===== src/rtl/sort_insert_ctrl.sv =====
// Insert sequencer for the systolic sort-cell array: accepts records, broadcasts them,
// and steps the cells through compare / latch / shift phases while tracking occupancy.
//
//   state   | meaning
//   --------+----------------------------------------------------------
//   S_IDLE  | waiting for a record or a pending clear
//   S_PLACE | comparators enabled, held CMP_LAT cycles
//   S_WREN  | cells latch their compare result
//   S_ORDER | cells shift/insert; next record may be accepted here
//   S_CLEAR | one-cycle array flush
module sort_insert_ctrl #(
  parameter int SORT_WIDTH = 32,
  parameter int NUM_CELLS  = 16,
  parameter int CMP_LAT    = 1,
  parameter int CNT_W      = $clog2(NUM_CELLS + 1)
) (
  input  logic                  clk,
  input  logic                  reset,
  input  logic                  in_valid,
  output logic                  in_ready,
  input  logic [SORT_WIDTH-1:0] in_data,
  input  logic                  in_last,
  input  logic                  clear,
  output logic [SORT_WIDTH-1:0] cell_datain,
  output logic                  cell_place_en,
  output logic                  cell_wren,
  output logic                  cell_order,
  output logic                  cell_clr,
  output logic [CNT_W-1:0]      fill_count,
  output logic                  busy,
  output logic                  batch_done
);

  localparam int LAT   = (CMP_LAT < 1) ? 1 : CMP_LAT;
  localparam int LAT_W = (LAT > 1) ? $clog2(LAT) : 1;

  typedef enum logic [2:0] {
    S_IDLE,
    S_PLACE,
    S_WREN,
    S_ORDER,
    S_CLEAR
  } state_e;

  state_e                  state_q, state_d;
  logic [LAT_W-1:0]        lat_q, lat_d;
  logic [SORT_WIDTH-1:0]   data_q, data_d;
  logic                    last_q, last_d;
  logic [CNT_W-1:0]        fill_q, fill_d;
  logic                    clr_pend_q, clr_pend_d;
  logic                    done_q, done_d;
  logic                    boundary;
  logic                    xfer;

  // Accept only at an insert boundary; a same-cycle clear pulse wins over the record.
  assign boundary = (state_q == S_IDLE) || (state_q == S_ORDER);
  assign in_ready = boundary && !clr_pend_q && !clear && !reset;
  assign xfer     = in_valid && in_ready;

  always_comb begin
    state_d    = state_q;
    lat_d      = lat_q;
    data_d     = data_q;
    last_d     = last_q;
    fill_d     = fill_q;
    clr_pend_d = clr_pend_q | clear;
    done_d     = 1'b0;
    case (state_q)
      S_IDLE: begin
        if (clr_pend_q) begin
          state_d = S_CLEAR;
        end else if (xfer) begin
          state_d = S_PLACE;
          data_d  = in_data;
          last_d  = in_last;
          lat_d   = LAT_W'(LAT - 1);
        end
      end
      S_PLACE: begin
        if (lat_q == '0) begin
          state_d = S_WREN;
        end else begin
          lat_d = lat_q - LAT_W'(1);
        end
      end
      S_WREN: begin
        state_d = S_ORDER;
      end
      S_ORDER: begin
        if (fill_q != CNT_W'(NUM_CELLS)) begin
          fill_d = fill_q + CNT_W'(1);
        end
        done_d = last_q;
        if (clr_pend_q) begin
          state_d = S_CLEAR;
        end else if (xfer) begin
          state_d = S_PLACE;
          data_d  = in_data;
          last_d  = in_last;
          lat_d   = LAT_W'(LAT - 1);
        end else begin
          state_d = S_IDLE;
        end
      end
      S_CLEAR: begin
        fill_d     = '0;
        clr_pend_d = clear;
        state_d    = S_IDLE;
      end
      default: begin
        state_d = S_IDLE;
      end
    endcase
  end

  always_ff @(posedge clk) begin
    if (reset) begin
      state_q    <= S_IDLE;
      lat_q      <= '0;
      data_q     <= '0;
      last_q     <= 1'b0;
      fill_q     <= '0;
      clr_pend_q <= 1'b0;
      done_q     <= 1'b0;
    end else begin
      state_q    <= state_d;
      lat_q      <= lat_d;
      data_q     <= data_d;
      last_q     <= last_d;
      fill_q     <= fill_d;
      clr_pend_q <= clr_pend_d;
      done_q     <= done_d;
    end
  end

  // Outputs are forced quiet while reset is held so an aborted insert emits nothing.
  assign cell_datain   = reset ? '0 : data_q;
  assign cell_place_en = (state_q == S_PLACE) && !reset;
  assign cell_wren     = (state_q == S_WREN)  && !reset;
  assign cell_order    = (state_q == S_ORDER) && !reset;
  assign cell_clr      = (state_q == S_CLEAR) && !reset;
  assign busy          = (state_q != S_IDLE)  && !reset;
  assign fill_count    = reset ? '0 : fill_q;
  assign batch_done    = done_q && !reset;

endmodule


===== config.mk =====
export PLATFORM = sky130hd
export DESIGN_NAME = sort_insert_ctrl
export DESIGN_NICKNAME = d
export VERILOG_FILES = /design/src/rtl/sort_insert_ctrl.sv
export SDC_FILE = /design/constraint.sdc
export NUM_CORES = 1
export LEC_CHECK = 0
export ABC_AREA = 1
export BUFFER_PORTS_ARGS = -buffer_cell sky130_fd_sc_hd__buf_2
export CAP_MARGIN = 20
export CELL_PAD_IN_SITES_DETAIL_PLACEMENT = 1
export CELL_PAD_IN_SITES_GLOBAL_PLACEMENT = 1
export CORE_MARGIN = 2
export CORE_UTILIZATION = 35
export CTS_BUF_LIST = sky130_fd_sc_hd__clkbuf_4
export CTS_CLUSTER_SIZE = 40
export DETAILED_ROUTE_END_ITERATION = 6
export GPL_ROUTABILITY_DRIVEN = 0
export PLACE_DENSITY_LB_ADDON = 0.1
export SKIP_CTS_REPAIR_TIMING = 1
export SLEW_MARGIN = 10
export SYNTH_ARGS = -nofsm -noshare
export SYNTH_HDL_FRONTEND = slang
export SYNTH_SLANG_ARGS = --single-unit

===== constraint.sdc =====
create_clock -name clk -period 1.8 [get_ports clk]
set_input_delay 0.36 -clock clk [delete_from_list [all_inputs] [get_ports clk]]
set_output_delay 0.36 -clock clk [all_outputs]
set_load 0.01 [all_outputs]

==> run_results.csv <==
group,metric,value,unit
clocking,cts_buffers,5,
drt,num_vias,2120,
synthesis,ys_ff_latch,43,
drt,remaining_drc_errors,0,
clocking,htreeDepth,2,
setup_path,crit_type,"flop to output port",
drt,wire_per_inst,10.8,microns
drt,antenna_left,0,
clocking,cts_tree,"built",
floorplanning,row_count,28,
setup_path,cp-end-kind,"output port",
final_layout,fin_util,0.452,
power,combPwrFrac,0.213,
floorplanning,die_y,81.8,microns
synthesis,syn_inst,329,
timing,post-route-min-period,1.68,ns
drt,via_per_inst,4.40,
timing,drv_slew,0,
power,internal-power,1330,uW
synthesis,syn_area_per_cell,6.43,sq um
setup_path,cp-start-kind,"flop",
synthesis,netlist_area,0.00212,sq mm
grt,antenna_found_initial,0,
setup_path,crit_slowest_cell,"dfxtp_4",
setup_path,required,1.44,ns
timing,worst_slew_pin_slew,0.350,ns
timing,hold_viol_final,0,
synthesis,synth.distinct_cells,19,
synthesis,async_reset_ff_frac,0,
final_layout,drive_above_1_share,0.329,
synthesis,synth_top_area_frac,0.407,
synthesis,mappedNetlistNets,368,
clocking,worst_skew_pair.late_latency,0.35,ns
timing,max_slew_margin,0.767,
synthesis,synthFlopType,"dfxtp_1",
synthesis,synth.top_cells.by_count,"nor2_1, nand2_1, inv_1",
synthesis,synth.most_common_cell,"nor2_1",
floorplanning,die_w,81.8,microns
clocking,clkSinkCount,43,
floorplanning,fp.dieArea,0.00669,sq mm
setup_path,crit_chain,"inv_2 > nand3_2 > nand2_2 > inv_1 > nor3_2 > buf_2",
grt,grt-ovfl-total,0,
synthesis,synth_top_area_cell,"dfxtp_1",
floorplanning,coreArea,0.00589,sq mm
synthesis,synth_edf_count,0,
timing,setup_viol,0,
power,p_seq_frac,0.548,
synthesis,synth-seq-area-share,0.407,
setup_path,crit_arrival,1.32,ns
power,swShare,0.306,
timing,skew,0.00439,ns
final_layout,antenna_cells,0,
grt,track_usage,0.165,
grt,grt_pass1_vias,1969,
hold_path,hp-class,"input pin to flop",
power,powerDensity,719,mW/mm^2
floorplanning,pin_count,81,
clocking,root_buffer,"clkbuf_4",
setup_path,crit_path_max_fanout,4,
final_layout,fin_nets,445,
floorplanning,initial_utilization,0.360,
grt,grt_max_degree,68,
timing,fin_crit_sh,0.932,
place,dp_hpwl,3830,microns
outcome,outcome,"complete, no violations",
clocking,cts.path.max_buffers,2,
power,ir_worst_vdd,0.357,mV
drt,wl,5180,microns
synthesis,synth_area_leaders,"dfxtp_1, nor2_1, nand2_1, nor2_2, inv_1",
job,drv_cap,0,
drt,first_pass_iters,4,
place,io_buffers,80,
timing,max_freq,0.596,GHz
power,p_clk_frac,0.240,
final_layout,area_growth,25.5,%
timing,setup_tns,0,ns
synthesis,yosysWarnings,0,
final_layout,fill_cells,845,
power,p_leak,0.00152,uW
drt,dr.first_iter.drc_count,49,
power,p_sw,584,uW
setup_path,slowest_delay,0.38,ns
power,total_power,1910,uW
clocking,cts.reportedPaths.clkPinSlew,0.12,ns
grt,grt_pass1_wl,8600,microns
==> per-layer routing <==
layer  share of wire  global-route usage  vias to the layer above
met3           0.053              0.0363                        8
li1                -                   -                     1105
met4           0.016              0.0600                        0
met2            0.47               0.281                       51
met5               0                   0                        -
met1            0.46               0.204                      956
==> power groups by stage <==
stage          Sequential, uW  Combinational (uW)  Clock, uW
2_1_floorplan            1050                 272          0
3_3_place_gp             1060                 398          0
3_5_place_dp             1060                 405          0
4_1_cts                  1040                 409        493
5_1_grt                  1050                 471        525
6_report                 1050                 406        458
==> kinds of logic (layout without fill, tap and decap cells) <==
kind of cell    count (synthesis)  after routing  synth area share
buf+inv                        64            142             0.129
fa+ha+maj                       2              2            0.0118
xor+xnor                        1              1           0.00414
simple gates                  210            210             0.426
compound gates                  9              9            0.0225
flops                          43             43             0.407
==> flip-flops by register name (all words and copies together) (netlist names) <==
signal,flops
state_q,3
data_q,32
fill_q,5
last_q,1
done_q,1
clr_pend_q,1
==> layout make-up <==
type / instances / area (sq um) / share of cell area
Multi-Input combinational cell: 222 / 997 / 0.375
Sequential cell: 43 / 867 / 0.326
Timing Repair Buffer: 85 / 463 / 0.174
Inverter: 49 / 184 / 0.0692
Tap cell: 75 / 93.8 / 0.0353
Clock buffer: 6 / 45.0 / 0.0169
Clock inverter: 2 / 7.51 / 0.00282
==> worst max-delay path, delay by kind of cell (launching register included) <==
family / cells / cell delay (ns)
buffers and inverters: 3 / 0.30
and+or+nand+nor: 3 / 0.30
DFF: 1 / 0.38
==> path summary, 6_finish.rpt <==
check / cells after the start / slack [ns] / from / end
hold / removal: 3 / 0.23 / in_data[22] / data_q[22]
setup reg to reg: 8 / 0.43 / state_q[0] / data_q[20]
setup / recovery: 6 / 0.12 / state_q[2] / in_ready
hold reg to reg: 2 / 0.47 / last_q / done_q
==> through the flow <==
| stage | hold WS [ns] | cells | instance area, sq um | setup WS [ns] |
|---|---|---|---|---|
| floorplan | 0.423 | 329 | 2120 | 0.414 |
| global placement | 0.441 | 474 | 2580 | 0.311 |
| detailed placement | 0.446 | 474 | 2580 | 0.265 |
| CTS | 0.209 | 482 | 2640 | 0.0170 |
| global route | 0.208 | 482 | 2660 | -0.00175 |
| finish | 0.229 | 482 | 2660 | 0.122 |
==> cell usage in the layout, fill, tap and decap left out, drive strengths merged <==
| master | instances |
|---|---|
| nor2 | 116 |
| buf | 85 |
| nand2 | 82 |
| inv | 49 |
| dfxtp | 43 |
| a21oi | 6 |
| clkbuf | 6 |
| nand3 | 5 |
| nor3 | 5 |
| nand4 | 2 |
| o21ai | 2 |
| ha | 2 |
| clkinv | 2 |
| xor2 | 1 |
| a22oi | 1 |
(Power assumes the default switching activity.)
